[src/rtl/alu_exec_unit_if.sv]
// Request/response bundle for the execute-stage ALU.
// The producer/consumer side uses master; the ALU uses slave.
interface alu_exec_unit_if #(
  parameter int WIDTH = 32
);
  logic             in_valid;
  logic             in_ready;
  logic [3:0]       alu_ctrl;
  logic [WIDTH-1:0] op_a;
  logic [WIDTH-1:0] op_b;
  logic             out_valid;
  logic             out_ready;
  logic [WIDTH-1:0] result;
  logic             zero;
  logic             illegal;

  modport master (
    output in_valid, alu_ctrl, op_a, op_b, out_ready,
    input  in_ready, out_valid, result, zero, illegal
  );

  modport slave (
    input  in_valid, alu_ctrl, op_a, op_b, out_ready,
    output in_ready, out_valid, result, zero, illegal
  );
endinterface

[src/rtl/alu_exec_unit.sv]
// Execute-stage ALU: single-cycle logic/arith ops, iterative shifts.
// Define ALU_MUL_EN to add an iterative shift-add multiplier on 1010.
module alu_exec_unit #(
  parameter int WIDTH = 32
) (
  input logic         clk,
  input logic         rst,
  alu_exec_unit_if.slave io
);
  localparam int SW = $clog2(WIDTH);

  typedef enum logic [1:0] {IDLE, BUSY, DONE} state_e;
  typedef enum logic [1:0] {K_SLL, K_SRL, K_MUL} kind_e;

  state_e           state_q, state_d;
  kind_e            kind_q, kind_d;
  logic [WIDTH-1:0] acc_q, acc_d;
  logic [SW-1:0]    cnt_q, cnt_d;
  logic [WIDTH-1:0] result_q, result_d;
  logic             zero_q, zero_d;
  logic             illegal_q, illegal_d;
  logic [WIDTH-1:0] sc_res;
  logic             sc_ill;
`ifdef ALU_MUL_EN
  logic [WIDTH-1:0] mcand_q, mcand_d;
  logic [WIDTH-1:0] mplier_q, mplier_d;
  logic [WIDTH-1:0] prod;
`endif

  assign io.in_ready  = (state_q == IDLE);
  assign io.out_valid = (state_q == DONE);
  assign io.result    = result_q;
  assign io.zero      = zero_q;
  assign io.illegal   = illegal_q;

  always_comb begin
    state_d   = state_q;
    kind_d    = kind_q;
    acc_d     = acc_q;
    cnt_d     = cnt_q;
    result_d  = result_q;
    zero_d    = zero_q;
    illegal_d = illegal_q;
    sc_res    = '0;
    sc_ill    = 1'b0;
`ifdef ALU_MUL_EN
    mcand_d   = mcand_q;
    mplier_d  = mplier_q;
    prod      = '0;
`endif
    case (state_q)
      IDLE: begin
        if (io.in_valid) begin
          state_d = DONE;
          case (io.alu_ctrl)
            4'b0000: sc_res = io.op_a & io.op_b;
            4'b0001: sc_res = io.op_a | io.op_b;
            4'b0010: sc_res = io.op_a + io.op_b;
            4'b0110: sc_res = io.op_a - io.op_b;
            4'b0111: sc_res = WIDTH'($signed(io.op_a) < $signed(io.op_b));
            4'b1100: sc_res = ~(io.op_a | io.op_b);
            4'b1000, 4'b1001: begin
              state_d = BUSY;
              kind_d  = io.alu_ctrl[0] ? K_SRL : K_SLL;
              acc_d   = io.op_a;
              cnt_d   = io.op_b[SW-1:0];
            end
`ifdef ALU_MUL_EN
            4'b1010: begin
              state_d  = BUSY;
              kind_d   = K_MUL;
              acc_d    = '0;
              mcand_d  = io.op_a;
              mplier_d = io.op_b;
              cnt_d    = SW'(WIDTH - 1);
            end
`endif
            default: sc_ill = 1'b1;
          endcase
          if (state_d == DONE) begin
            result_d  = sc_res;
            zero_d    = (sc_res == '0);
            illegal_d = sc_ill;
          end
        end
      end
      BUSY: begin
`ifdef ALU_MUL_EN
        if (kind_q == K_MUL) begin
          prod     = acc_q + (mplier_q[0] ? mcand_q : '0);
          acc_d    = prod;
          mcand_d  = mcand_q << 1;
          mplier_d = mplier_q >> 1;
          if (cnt_q == '0) begin
            state_d   = DONE;
            result_d  = prod;
            zero_d    = (prod == '0);
            illegal_d = 1'b0;
          end else begin
            cnt_d = cnt_q - SW'(1);
          end
        end else
`endif
        if (cnt_q == '0) begin
          state_d   = DONE;
          result_d  = acc_q;
          zero_d    = (acc_q == '0);
          illegal_d = 1'b0;
        end else begin
          acc_d = (kind_q == K_SRL) ? (acc_q >> 1) : (acc_q << 1);
          cnt_d = cnt_q - SW'(1);
        end
      end
      DONE: begin
        if (io.out_ready) state_d = IDLE;
      end
      default: state_d = IDLE;
    endcase
  end

  always_ff @(posedge clk or posedge rst) begin
    if (rst) begin
      state_q   <= IDLE;
      kind_q    <= K_SLL;
      acc_q     <= '0;
      cnt_q     <= '0;
      result_q  <= '0;
      zero_q    <= 1'b0;
      illegal_q <= 1'b0;
`ifdef ALU_MUL_EN
      mcand_q   <= '0;
      mplier_q  <= '0;
`endif
    end else begin
      state_q   <= state_d;
      kind_q    <= kind_d;
      acc_q     <= acc_d;
      cnt_q     <= cnt_d;
      result_q  <= result_d;
      zero_q    <= zero_d;
      illegal_q <= illegal_d;
`ifdef ALU_MUL_EN
      mcand_q   <= mcand_d;
      mplier_q  <= mplier_d;
`endif
    end
  end
endmodule

[src/flat_wrapper.sv]
// flat-port wrapper written by rule: the top's interface ports become plain ports
module alu_exec_unit_flat 
#(
  parameter int WIDTH = 32
)
  (clk, rst, io_in_valid, io_alu_ctrl, io_op_a, io_op_b, io_out_ready, io_in_ready, io_out_valid, io_result, io_zero, io_illegal);
  alu_exec_unit_if #(.WIDTH(WIDTH)) io_i ();
  input logic clk;
  input logic rst;
  input wire logic [$bits(io_i.in_valid)-1:0] io_in_valid;
  input wire logic [$bits(io_i.alu_ctrl)-1:0] io_alu_ctrl;
  input wire logic [$bits(io_i.op_a)-1:0] io_op_a;
  input wire logic [$bits(io_i.op_b)-1:0] io_op_b;
  input wire logic [$bits(io_i.out_ready)-1:0] io_out_ready;
  output wire logic [$bits(io_i.in_ready)-1:0] io_in_ready;
  output wire logic [$bits(io_i.out_valid)-1:0] io_out_valid;
  output wire logic [$bits(io_i.result)-1:0] io_result;
  output wire logic [$bits(io_i.zero)-1:0] io_zero;
  output wire logic [$bits(io_i.illegal)-1:0] io_illegal;
  assign io_i.in_valid = io_in_valid;
  assign io_i.alu_ctrl = io_alu_ctrl;
  assign io_i.op_a = io_op_a;
  assign io_i.op_b = io_op_b;
  assign io_i.out_ready = io_out_ready;
  assign io_in_ready = io_i.in_ready;
  assign io_out_valid = io_i.out_valid;
  assign io_result = io_i.result;
  assign io_zero = io_i.zero;
  assign io_illegal = io_i.illegal;
  alu_exec_unit #(.WIDTH(WIDTH)) u_core (.clk(clk), .rst(rst), .io(io_i));
endmodule
[config.mk]
export PLATFORM = sky130hd
export DESIGN_NAME = alu_exec_unit_flat
export DESIGN_NICKNAME = d
export VERILOG_FILES = /design/src/rtl/alu_exec_unit_if.sv /design/src/rtl/alu_exec_unit.sv /design/src/flat_wrapper.sv
export SDC_FILE = /design/constraint.sdc
export NUM_CORES = 1
export LEC_CHECK = 0
export CORE_ASPECT_RATIO = 0.8
export CORE_MARGIN = 2
export CORE_UTILIZATION = 55
export DETAILED_ROUTE_END_ITERATION = 6
export GPL_ROUTABILITY_DRIVEN = 1
export PLACE_DENSITY = 0.78
export SLEW_MARGIN = 20
export SYNTH_ARGS = -nofsm -noshare
export SYNTH_HDL_FRONTEND = slang
export SYNTH_SLANG_ARGS = --single-unit
[constraint.sdc]
create_clock -name clk -period 4.05 [get_ports clk]
set_clock_uncertainty 0.2 [all_clocks]
set_input_delay 0.405 -clock clk [delete_from_list [all_inputs] [get_ports clk]]
set_output_delay 0.405 -clock clk [all_outputs]
set_load 0.1 [all_outputs]
==> run_summary.xml <==
<?xml version="1.0" encoding="UTF-8"?>
<metrics>
  <group name="synth">
    <metric name="synth-edff-count" unit="">0</metric>
    <metric name="synthXorXnorAreaFrac" unit="%">0.0904</metric>
    <metric name="synth_top_flop_cell" unit="">sky130_fd_sc_hd__dfrtp_1</metric>
    <metric name="distinct_cell_type_count_after_synthesis" unit="">85</metric>
    <metric name="synth_fp_nets" unit="">1509</metric>
    <metric name="asyncSetResetFlopFracSynth" unit="%">100</metric>
    <metric name="synth_area_per_cell" unit="um2">7.31</metric>
    <metric name="synth_adder_area_share" unit="%">14.6</metric>
    <metric name="post_syn_instances" unit="">1325</metric>
    <metric name="synth_seq_cells" unit="">74</metric>
    <metric name="synth_top_family_by_area" unit="">compound AO/OA/AOI/OAI gates</metric>
    <metric name="synth.area.mux_share" unit="%">4.88</metric>
    <metric name="synth_sequential_area_ratio" unit="%">19.1</metric>
    <metric name="synth_simple_gate_area_share" unit="%">20.3</metric>
    <metric name="synth_area" unit="um2">9680</metric>
    <metric name="number_of_synthesis_warnings" unit="">0</metric>
    <metric name="area_fraction_in_compound_gates_after_synthesis" unit="%">33.1</metric>
  </group>
  <group name="timing">
    <metric name="maxSlewHeadroom" unit="%">27.6</metric>
    <metric name="whs" unit="ns">0.277</metric>
    <metric name="final.period_utilization" unit="%">102</metric>
    <metric name="maxSlewViolCount" unit="">0</metric>
    <metric name="grt_setup_unrepaired" unit="">yes</metric>
    <metric name="worst_slew_pin_slew" unit="ns">1.08</metric>
    <metric name="setup_slack" unit="ns">-0.0638</metric>
    <metric name="final-hold-violation-count" unit="">0</metric>
    <metric name="finalSetupViolations" unit="">1</metric>
    <metric name="totalNegativeSetupSlack" unit="ns">-0.0638</metric>
    <metric name="finalWorstPathRequiredPeriod" unit="ns">4.11</metric>
    <metric name="achievable-frequency" unit="MHz">243</metric>
  </group>
  <group name="clock_network">
    <metric name="htree_num_levels" unit="">3</metric>
    <metric name="clock_tree.root_cell" unit="">sky130_fd_sc_hd__clkbuf_16</metric>
    <metric name="tritoncts" unit="">done</metric>
    <metric name="cts_hold_buffers_added" unit="">0</metric>
    <metric name="clock_sink_count" unit="">74</metric>
    <metric name="numCtsBuffers" unit="">9</metric>
    <metric name="clk_transition_reported_paths" unit="ns">0.07</metric>
    <metric name="clock_path_buffers" unit="">2</metric>
    <metric name="clk-insertion-delay-late" unit="ns">0.34</metric>
  </group>
  <group name="status">
    <metric name="violations" unit="">negative setup slack</metric>
    <metric name="outcome" unit="">finished with violations</metric>
  </group>
  <group name="setup_path">
    <metric name="rr_worst_depth" unit="">14</metric>
    <metric name="timing.setup.critical_path_class" unit="">in -&gt; reg</metric>
    <metric name="critPathRequiredTime" unit="ns">4.11</metric>
    <metric name="start_kind" unit="">input port</metric>
    <metric name="cp_max_fo" unit="">6</metric>
    <metric name="worst_r2r_endpoint" unit="">u_core.io.zero</metric>
    <metric name="cp.arrival" unit="ns">4.17</metric>
    <metric name="critical_path.endpoint_type" unit="">register</metric>
    <metric name="crit-reg2reg-launch" unit="">u_core.cnt_q[0]</metric>
    <metric name="r2r_slack" unit="ns">0.54</metric>
  </group>
  <group name="power">
    <metric name="internal-power" unit="mW">2.83</metric>
    <metric name="power.combinational.fraction" unit="%">61.9</metric>
    <metric name="power.static_leakage" unit="nW">6.28</metric>
    <metric name="power_switching_share" unit="%">54.2</metric>
    <metric name="power_frac_seq" unit="%">24.5</metric>
    <metric name="clock_power_share" unit="%">13.6</metric>
    <metric name="p_sw" unit="mW">3.36</metric>
    <metric name="max-vdd-ir-drop" unit="mV">0.427</metric>
    <metric name="cellPowerDensity" unit="nW/um2">464</metric>
  </group>
  <group name="floorplanning">
    <metric name="ioPinCount" unit="">108</metric>
    <metric name="core_region_area" unit="um2">17300</metric>
    <metric name="die-area" unit="um2">18700</metric>
    <metric name="initial_utilization" unit="%">56.1</metric>
    <metric name="die_height" unit="um">123</metric>
    <metric name="die_outline_width" unit="um">152</metric>
    <metric name="rows" unit="">43</metric>
  </group>
  <group name="min_path">
    <metric name="worst_hold_path_type" unit="">reg -&gt; reg</metric>
    <metric name="worstHoldStart" unit="">u_core.io.result[9]</metric>
    <metric name="timing.hold.worst_endpoint" unit="">u_core.io.result[9]</metric>
    <metric name="holdPathStages" unit="">2</metric>
  </group>
  <group name="route">
    <metric name="postRouteAntennaNets" unit="">0</metric>
    <metric name="detailedRoute.firstPassIterationCount" unit="">6</metric>
    <metric name="detail_route.drc_violations" unit="">0</metric>
    <metric name="vias_per_cell" unit="">6.59</metric>
    <metric name="total_routed_length" unit="um">41700</metric>
    <metric name="detail_route.wl_per_cell" unit="um">22.4</metric>
    <metric name="initial_drt_markers" unit="">1800</metric>
    <metric name="detailroute.via_count" unit="">12300</metric>
  </group>
  <group name="cells_and_area">
    <metric name="fin_cells" unit="">1861</metric>
    <metric name="nNetsFinal" unit="">1815</metric>
    <metric name="area_growth_from_synthesis_to_layout" unit="%">37.9</metric>
    <metric name="final_layout_size_suffix_gt1_share" unit="%">21.5</metric>
    <metric name="insertedDiodeCount" unit="">0</metric>
    <metric name="post-route-cell-area" unit="um2">13400</metric>
  </group>
  <group name="place">
    <metric name="preCtsSetupSlack" unit="ns">-0.503</metric>
    <metric name="post-dp-hpwl" unit="um">32100</metric>
    <metric name="port-buffer-count" unit="">107</metric>
    <metric name="placedInstanceArea" unit="um2">12800</metric>
    <metric name="dp.cells" unit="">1844</metric>
    <metric name="globalplace.congestion" unit="">1.05</metric>
  </group>
  <group name="global_route">
    <metric name="globalRoute.totalOverflow" unit="">0</metric>
    <metric name="global_route.usage.total" unit="%">43.1</metric>
    <metric name="grt_pass1_vias" unit="">11700</metric>
    <metric name="grt_pass1_wl" unit="um">63500</metric>
    <metric name="grt_start_max_net_pins" unit="">78</metric>
    <metric name="number_of_antenna_violations_at_the_first_check_in_global_routing" unit="">1</metric>
  </group>
  <group name="flow_run">
    <metric name="timing.max_cap.violations" unit="">0</metric>
  </group>
</metrics>
registers in the layout, summed over array words and instances (netlist names):
name,flops
u_core.io.illegal,1
u_core.state_q,2
u_core.kind_q,1
u_core.io.result,32
u_core.cnt_q,5
u_core.acc_q,32
u_core.io.zero,1
metrics by stage:
step           total power, mW  util, %
2_1_floorplan             3.85        -
3_3_place_gp              5.03     74.3
5_1_grt                   6.43     77.3
4_1_cts                   6.06     76.4
3_5_place_dp              5.15     74.3
6_report                  6.19     77.3
how the worst max path moves through the flow:
stage                     startpoint                    to
after global placement    io_op_a[0]        u_core.io.zero
final                     io_op_b[3]        u_core.io.zero
after detailed placement  io_op_a[0]        u_core.io.zero
after CTS                 io_op_a[0]  u_core.io.result[30]
after global routing      io_op_a[0]        u_core.io.zero
after floorplan           io_op_b[0]        u_core.io.zero
layout make-up:
class,instances,area (um2)
clock inverters,7,83.8
fillers,1283,3920
flip-flops and latches,74,1850
multi-input cells,1052,7310
inverters,111,417
clock buffers,9,225
well taps,225,282
repair buffers,383,3180
layer usage:
layer  global-route usage [%]  up-vias  wire [um]
li1                         -     5469          -
met2                     68.3      839      18200
met4                     18.6        0       2040
met1                     57.3     5792      16700
met5                        0        -          0
met3                     9.11      169       4760
Yosys cell counts (22+ instances only):
| library cell | n | area share (%) |
|---|---|---|
| sky130_fd_sc_hd__nand2_1 | 117 | 4.5 |
| sky130_fd_sc_hd__nand3_1 | 25 | 1.3 |
| sky130_fd_sc_hd__a21oi_1 | 126 | 6.5 |
| sky130_fd_sc_hd__o21ai_0 | 91 | 4.7 |
| sky130_fd_sc_hd__clkbuf_1 | 71 | 2.8 |
| sky130_fd_sc_hd__inv_1 | 104 | 4.0 |
| sky130_fd_sc_hd__o31ai_1 | 22 | 1.7 |
| sky130_fd_sc_hd__nor2_1 | 147 | 5.7 |
| sky130_fd_sc_hd__ha_1 | 110 | 14 |
| sky130_fd_sc_hd__nor3_1 | 27 | 1.4 |
| sky130_fd_sc_hd__mux2i_1 | 45 | 4.7 |
| sky130_fd_sc_hd__a211oi_1 | 25 | 1.9 |
| sky130_fd_sc_hd__dfrtp_1 | 74 | 19 |
worst max-delay path, stage by stage:
cell	delay (ns)
sky130_fd_sc_hd__clkdlybuf4s50_1	0.48
sky130_fd_sc_hd__inv_1	0.07
sky130_fd_sc_hd__ha_1	0.30
sky130_fd_sc_hd__buf_4	0.16
sky130_fd_sc_hd__nor2_1	0.25
sky130_fd_sc_hd__a2111oi_4	0.11
sky130_fd_sc_hd__buf_4	0.16
sky130_fd_sc_hd__nor2_1	0.10
sky130_fd_sc_hd__o21bai_1	0.13
sky130_fd_sc_hd__buf_4	0.16
sky130_fd_sc_hd__a31oi_1	0.23
sky130_fd_sc_hd__buf_4	0.15
sky130_fd_sc_hd__o211ai_1	0.08
sky130_fd_sc_hd__o31ai_1	0.60
sky130_fd_sc_hd__o31a_1	0.28
sky130_fd_sc_hd__and4bb_1	0.20
sky130_fd_sc_hd__nand3_1	0.11
sky130_fd_sc_hd__o31ai_2	0.18
cells in the final DEF (no fill, tap or decap), types with 16 or more instances in the layout:
cell                              instances
sky130_fd_sc_hd__a211oi_1                22
sky130_fd_sc_hd__a21oi_1                125
sky130_fd_sc_hd__a221oi_1                20
sky130_fd_sc_hd__buf_4                  273
sky130_fd_sc_hd__clkdlybuf4s50_1        106
sky130_fd_sc_hd__dfrtp_1                 74
sky130_fd_sc_hd__ha_1                   109
sky130_fd_sc_hd__inv_1                  103
sky130_fd_sc_hd__mux2i_1                 45
sky130_fd_sc_hd__nand2_1                117
sky130_fd_sc_hd__nand3_1                 25
sky130_fd_sc_hd__nor2_1                 146
sky130_fd_sc_hd__nor3_1                  27
sky130_fd_sc_hd__nor4_1                  16
sky130_fd_sc_hd__o21ai_0                 91
sky130_fd_sc_hd__o31ai_1                 18
cells by family after synthesis:
| group | Yosys count |
|---|---|
| xor gates and xnor gates | 1 |
| AOI/OAI and AO/OA | 471 |
| adders and majority gates | 112 |
| and+or+nand+nor | 421 |
| DFF | 74 |
| buffers and inverters | 199 |
| muxes | 47 |
power by group through the flow:
stage	sequential, mW	clock [mW]	combinational (mW)
finish	1.52	0.843	3.83
global route	1.54	0.872	4.02
CTS	1.48	0.838	3.74
detailed placement	1.48	0	3.67
global placement	1.45	0	3.58
floorplan	2.47	0	1.38
timing repair:
item | 4_1_cts | 5_1_grt
endpoints found under the setup margin | 4 | 15
buffers inserted | 0 | 1
gates resized for setup | 12 | 25
pin swaps | 4 | 9
Power figures use the tool's default switching activity.
